**src/rtl/gpr_file_scoreboard.sv**
```systemverilog
// gpr_file_scoreboard: 32x32 GPR file with per-register in-flight producer counters.
// Optional write-through bypass is enabled by defining GPR_BYPASS_EN.
module gpr_file_scoreboard #(
  parameter int MAX_INFLIGHT = 3
) (
  input  logic        clk,
  input  logic        reset,
  input  logic        wb_we,
  input  logic [4:0]  wb_addr,
  input  logic [31:0] wb_data,
  input  logic [4:0]  rs_addr,
  input  logic [4:0]  rt_addr,
  input  logic        rs_used,
  input  logic        rt_used,
  output logic [31:0] rs_data,
  output logic [31:0] rt_data,
  input  logic        issue_valid,
  input  logic        issue_writes,
  input  logic [4:0]  issue_dest,
  input  logic        flush,
  output logic        stall,
  output logic [31:0] pending_mask
);

  localparam int CW = $clog2(MAX_INFLIGHT + 1);

  logic [31:0]   regs [32];
  logic [CW-1:0] cnt  [32];

  logic        wb_hit;
  logic [31:0] arr_rs;
  logic [31:0] arr_rt;
  logic        cred_rs;
  logic        cred_rt;
  logic        haz_a;
  logic        haz_b;
  logic        full;
  logic        inc;
  logic [31:0] inc_v;
  logic [31:0] dec_v;

  assign wb_hit = wb_we & (wb_addr != 5'd0);
  assign arr_rs = (rs_addr == 5'd0) ? 32'd0 : regs[rs_addr];
  assign arr_rt = (rt_addr == 5'd0) ? 32'd0 : regs[rt_addr];

`ifdef GPR_BYPASS_EN
  // A final writeback landing this cycle satisfies a same-cycle read.
  assign cred_rs = wb_we & (wb_addr == rs_addr);
  assign cred_rt = wb_we & (wb_addr == rt_addr);
  assign rs_data = (wb_hit && wb_addr == rs_addr) ? wb_data : arr_rs;
  assign rt_data = (wb_hit && wb_addr == rt_addr) ? wb_data : arr_rt;
`else
  assign cred_rs = 1'b0;
  assign cred_rt = 1'b0;
  assign rs_data = arr_rs;
  assign rt_data = arr_rt;
`endif

  assign haz_a = rs_used & (rs_addr != 5'd0)
               & (cnt[rs_addr] > CW'(cred_rs));
  assign haz_b = rt_used & (rt_addr != 5'd0)
               & (cnt[rt_addr] > CW'(cred_rt));
  assign full  = issue_writes & (issue_dest != 5'd0)
               & (cnt[issue_dest] == CW'(MAX_INFLIGHT));
  assign stall = issue_valid & (haz_a | haz_b | full);

  assign inc   = issue_valid & issue_writes & ~stall
               & (issue_dest != 5'd0);
  assign inc_v = inc ? (32'd1 << issue_dest) : 32'd0;
  assign dec_v = wb_hit ? (32'd1 << wb_addr) : 32'd0;

  always_ff @(posedge clk or posedge reset) begin
    if (reset) begin
      for (int n = 0; n < 32; n++) regs[n] <= 32'd0;
    end else if (wb_hit) begin
      regs[wb_addr] <= wb_data;
    end
  end

  // Flush wins over inc; decrement saturates so late writebacks are harmless.
  always_ff @(posedge clk or posedge reset) begin
    if (reset) begin
      for (int n = 0; n < 32; n++) cnt[n] <= '0;
    end else if (flush) begin
      for (int n = 0; n < 32; n++) cnt[n] <= '0;
    end else begin
      for (int n = 0; n < 32; n++) begin
        if (inc_v[n] && !dec_v[n])
          cnt[n] <= cnt[n] + CW'(1);
        else if (dec_v[n] && !inc_v[n] && cnt[n] != '0)
          cnt[n] <= cnt[n] - CW'(1);
      end
    end
  end

  always_comb begin
    pending_mask = 32'd0;
    for (int n = 0; n < 32; n++) pending_mask[n] = (cnt[n] != '0);
  end

endmodule

```
**config.mk**
```make
export PLATFORM = sky130hd
export DESIGN_NAME = gpr_file_scoreboard
export DESIGN_NICKNAME = d
export VERILOG_FILES = /design/src/rtl/gpr_file_scoreboard.sv
export SDC_FILE = /design/constraint.sdc
export NUM_CORES = 2
export LEC_CHECK = 0
export CAP_MARGIN = 0
export CORE_MARGIN = 2
export CORE_UTILIZATION = 35
export CTS_CLUSTER_SIZE = 24
export DETAILED_ROUTE_END_ITERATION = 10
export DONT_BUFFER_PORTS = 1
export PLACE_DENSITY = 0.5
export SLEW_MARGIN = 20
export SYNTH_ARGS = -nofsm -noshare
export SYNTH_HDL_FRONTEND = slang
export SYNTH_SLANG_ARGS = --single-unit
```
**constraint.sdc**
```tcl
create_clock -name clk -period 51.2 [get_ports clk]
set_input_delay 7.68 -clock clk [delete_from_list [all_inputs] [get_ports clk]]
set_output_delay 7.68 -clock clk [all_outputs]
set_load 0.1 [all_outputs]
```
After elaboration in Yosys (flattened, before gate mapping)
Index checks and enable logic that the tools add are counted.
{ "totals": {"ff_bits": 1088, "inputBits": 60, "out_inout_bits": 97, "elab_cells": 474} }
{ "classes": {"addsub": 64, "order_cmp": 7, "n_eq_ne": 1, "n_shift": 2, "n_mux": 87, "n_bitwise": 18, "reduce_logical": 231} }
{ "ops": {"columns": ["op", "n"], "rows": [
  ["1024-bit bitwise mux", 1],
  ["32-bit binary-select mux with 5-bit select", 2],
  ["32-bit 2-to-1 mux", 9],
  ["32-bit demux with 5-bit select", 1],
  ["2-bit 2-to-1 mux", 70],
  ["1-bit logical AND", 97],
  ["3-bit nonzero test", 32],
  ["2-bit by 1-bit adder with 2-bit output, second input constant", 32],
  ["1-bit zero test", 64],
  ["64-bit 2-to-1 mux", 1],
  ["2-bit nonzero test", 32],
  ["1-bit by 5-bit left shift with 32-bit output, first input constant", 2],
  ["2-bit by 1-bit subtractor with 2-bit output, second input constant", 32],
  ["2-bit binary-select mux with 5-bit select", 3],
  ["6-bit greater-or-equal comparator, second input constant", 4],
  ["5-bit NOT with 6-bit output", 4],
  ["5-bit nonzero test", 4],
  ["1-bit AND", 11],
  ["5-bit zero test", 2],
  ["6-bit by 1-bit < comparator with 1-bit output, second input constant", 1],
  ["2-bit by 1-bit greater-than comparator with 1-bit output, second input constant", 2],
  ["2-bit equality test, second input constant", 1],
  ["1-bit bitwise OR", 2],
  ["1-bit NOT", 1]
]} }

Longest topological paths before layout
{ "logic_depth": {"word_depth": 19, "mapped_depth": 13, "ltp_nobuf": 10} }

Least setup slack after synthesis
Ideal clock, no wire load.
{ "synth_timing": {"path_kind": "input-to-output", "from": "input rs_addr[0]", "to": "output rs_data[23]", "arrival_ps": 10603, "required_time_ps": 43520, "setup_slack_ps": 32917, "path_stages": 7, "n_path_buf": 3, "cell_sequence": "clkbuf_1 -> buf_2 -> buf_1 -> mux4_2 -> mux4_2 -> mux2i_1 -> nor2_1"} }
{ "synth_via": {"elab_chain_len": 5, "word_cells_on_any_way": 6, "classes_between": "mux: 4; bitwise: 1; reduce/logical: 1"} }
{ "synth_rtl": {"columns": ["element", "line_no", "text"], "rows": [
  ["start: declaration", "11", "input logic [4:0] rs_addr,"],
  ["5-bit NOT with 6-bit output (not written as such)", "43", "assign arr_rs = (rs_addr == 5'd0) ? 32'd0 : regs[rs_addr];"],
  ["32-bit binary-select mux with 5-bit select", "43", null],
  ["32-bit 2-to-1 mux (not written as such) (2 in series)", "43", null],
  ["32-bit 2-to-1 mux *", "43", null],
  ["end: declaration", "15", "output logic [31:0] rs_data,"]
]} }
Mark *: on every way between the ends. The rest lies on a longest branch, timed or not. The select of a mux whose other input is x is not followed.

Worst setup path after layout
{ "layout_timing": {"from": "input rs_addr[0]", "to": "output rs_data[18]"} }
Same word-level chain as after synthesis.

==> impl_metrics.py <==
metrics = {
    "layout": {
        "multiInputGateArea_sq_mm": 0.0304,
        "final_nets": 4114,
        "drive_above_1_share": 0.436,
        "final_area_sq_mm": 0.0653,
        "seqCellArea_sq_mm": 0.0272,
        "stdcell_count": 6359,
        "fin_util": 0.390,
        "area_delta_synth_final_pct": 10.5,
        "fillers": 15700,
        "num_antenna_cells": 0,
    },
    "die": {
        "coreArea_sq_mm": 0.167,
        "ios": 157,
        "die_width_um": 415,
        "start_util": 0.353,
        "die_y_um": 415,
        "dieArea_sq_mm": 0.172,
        "row_count": 150,
    },
    "setup_path": {
        "cpPeakStageDelay_ns": 0.79,
        "worstSetupEndpointType": "output port",
        "critPathMaxFanout": 259,
        "crit_buf_inv": 0,
        "startpoint": "rs_addr[0]",
        "crit_family": "multiplexers",
        "r2r-start": "cnt[35]",
        "critPathLaunchType": "input port",
        "crit_arrival_ns": 10.48,
        "required_ns": 43.52,
        "critPathSlowestCell": "mux4_2",
        "crit_top_cell": "mux4_2",
        "crit_path_cell_trace": "mux4_2 -> mux4_2 -> mux2i_1 -> nor2_2",
        "crit_type": "in -> out",
    },
    "drt": {
        "drtPass1Iterations": 5,
        "drtIter0Drc": 3269,
        "route.detailed.drc": 0,
        "ant_nets": 0,
        "avgRoutedWirePerCell_um": 30.2,
        "wl_um": 192000,
        "vias": 37600,
        "via_per_inst": 5.91,
    },
    "sta": {
        "fin_crit_sh": 0.355,
        "timing.final.crit_period_ns": 18.16,
        "hold_violations": 0,
        "layout_setup_ws_ns": 33.04,
        "max_freq_mhz": 55.1,
        "finalSetupViolations": 0,
        "tightest_slew_ns": 1.15,
        "skew_ns": 0.0166,
        "drv_slew": 0,
        "fin_tns_setup_ns": 0,
        "relSlewSlack": 0.232,
        "rsz0062_at_grt": "no",
    },
    "clock_network": {
        "post-cts-setup-buffers": 0,
        "cts_hold_buffers": 0,
        "post_cts_resized": 0,
        "clkTransAtPathRegs_ns": 0.05,
        "cts_num_sinks": 1088,
        "cts_tree": "built",
        "cts_htree_levels": 4,
        "clock_latency_ns": 0.77,
        "root_buffer": "clkbuf_16",
        "clock_path_buffers": 3,
        "cts_buffers": 132,
    },
    "yosys": {
        "avgSynthCellArea_sq_um": 13.7,
        "ys_ff_latch": 1088,
        "yosysTopAreaCellShare": 0.461,
        "synth_nets": 4362,
        "synthTopCellsByArea": "dfrtp_1 (46%), mux4_2 (25%), mux2_2 (15%), nand2_1 (4.6%), clkbuf_1 (2.3%)",
        "synth.cell_area_sq_mm": 0.0591,
        "post-synth-top-area-cell": "dfrtp_1",
        "postSynthCellCount": 4302,
        "synth-async-reset-ratio": 1.00,
        "yosys_warnings": 0,
        "ys.flop_type": "dfrtp_1",
        "synth.distinct_cells": 72,
        "synth-edff-count": 0,
        "synth_seq_area_share": 0.461,
    },
    "power_and_ir_drop": {
        "powerDensity_mw_per_mm2": 39.8,
        "leakage_nw": 28.4,
        "ir_worst_vdd_mv": 0.0329,
    },
    "placed_design": {
        "dpl_cell_area_sq_mm": 0.0610,
        "port_buffers": 0,
        "dp_slack_ns": 33.46,
        "dp_hpwl_um": 98900,
        "dp.cells": 6124,
        "place.gp.congestion": 0.863,
    },
    "global_route": {
        "grt-ovfl-total": 0,
        "grt_max_degree": 266,
        "grt_usage": 0.223,
        "antenna_found_initial": 2,
        "grt_pass1_vias": 38300,
        "grt_first_pass_wirelength_um": 282000,
    },
    "job": {
        "drv_cap": 0,
    },
    "hold_path": {
        "holdCritStartpoint": "regs[995]",
        "hold_class": "reg -> reg",
    },
    "outcome": {
        "status": "finished, final reports clean",
    },
}
[metrics by stage]
step	power, W	hold slack [ns]
after floorplan	0.00160	0.441
after global placement	0.00166	0.377
after detailed placement	0.00168	0.382
after CTS	0.00263	0.395
after global routing	0.00271	0.403
final	0.00260	0.392
[where the power goes]
| group | internal [W] | leakage [nW] | switching [W] |
|---|---|---|---|
| Clock | 0.000553 | 2.09 | 0.000383 |
| Combinational | 0.000291 | 12.2 | 0.000254 |
| Sequential | 0.00101 | 14.1 | 0.000105 |
[layer usage]
| metal | up-vias | track usage | part of all wire |
|---|---|---|---|
| met1 | 20600 | 0.321 | 0.45 |
| met2 | 1165 | 0.351 | 0.47 |
| met4 | 0 | 0.0559 | 0.022 |
| met5 | - | 0 | 0 |
| met3 | 237 | 0.0374 | 0.057 |
| li1 | 15600 | - | - |
[area by class of cell]
class                      instances  share of cell area
timing repair buffer              55             0.00682
clock inverter                    30             0.00538
clock buffer                     205              0.0601
inverter                          44             0.00268
sequential                      1088               0.417
multi-input combinational       2733               0.466
tap                             2204              0.0422
[flip-flops by register name, indices dropped and copies added, names as in the netlist]
name	cells
regs	1024
cnt	64
[logic make-up after synthesis]
logic type,synth area share
buffers and inverters,0.0320
flip-flops,0.461
AND/OR/NAND/NOR,0.0776
XOR/XNOR,0.00163
AO/OA/AOI/OAI,0.0212
multiplexers,0.407
[synthesized netlist by cell type (8+ instances only)]
cell type and number:
o21ai_0 32, dfrtp_1 1088, nor3_1 23, mux2i_1 64, clkbuf_1 363, nand2b_1 15, nand2_1 732, nand3b_1 10
a21oi_1 27, inv_1 39, nor2_1 155, a31oi_1 10, nand3_1 20, a211oi_1 17, mux2_2 768, or3_1 13
a221oi_2 9, mux4_2 656, or2_2 8, a21o_1 8, a2111oi_0 8, and3_1 9, buf_2 9, nor3b_1 10
nor4_1 18, buf_1 54
[final timing paths]
check	end	slack (ns)	cells after the start
setup / recovery	rs_data[18]	33.04	4
max in group asynchronous	regs[431]	41.10	4
setup reg to reg	cnt[60]	47.09	11
hold reg to reg	regs[995]	0.39	0
min in group asynchronous	cnt[12]	6.89	1
hold / removal	regs[995]	0.39	0
[placed cells by master, fill, tap and decap left out, types with 38 or more instances in the layout]
cell type  instances
clkbuf_16        137
dfrtp_1         1088
nor2_1            73
buf_4             53
nand2_1          715
nor2_2            64
mux2_2           768
clkbuf_1          44
mux4_2           656
inv_1             38
mux2i_1           64
(Power assumes the default switching activity.)
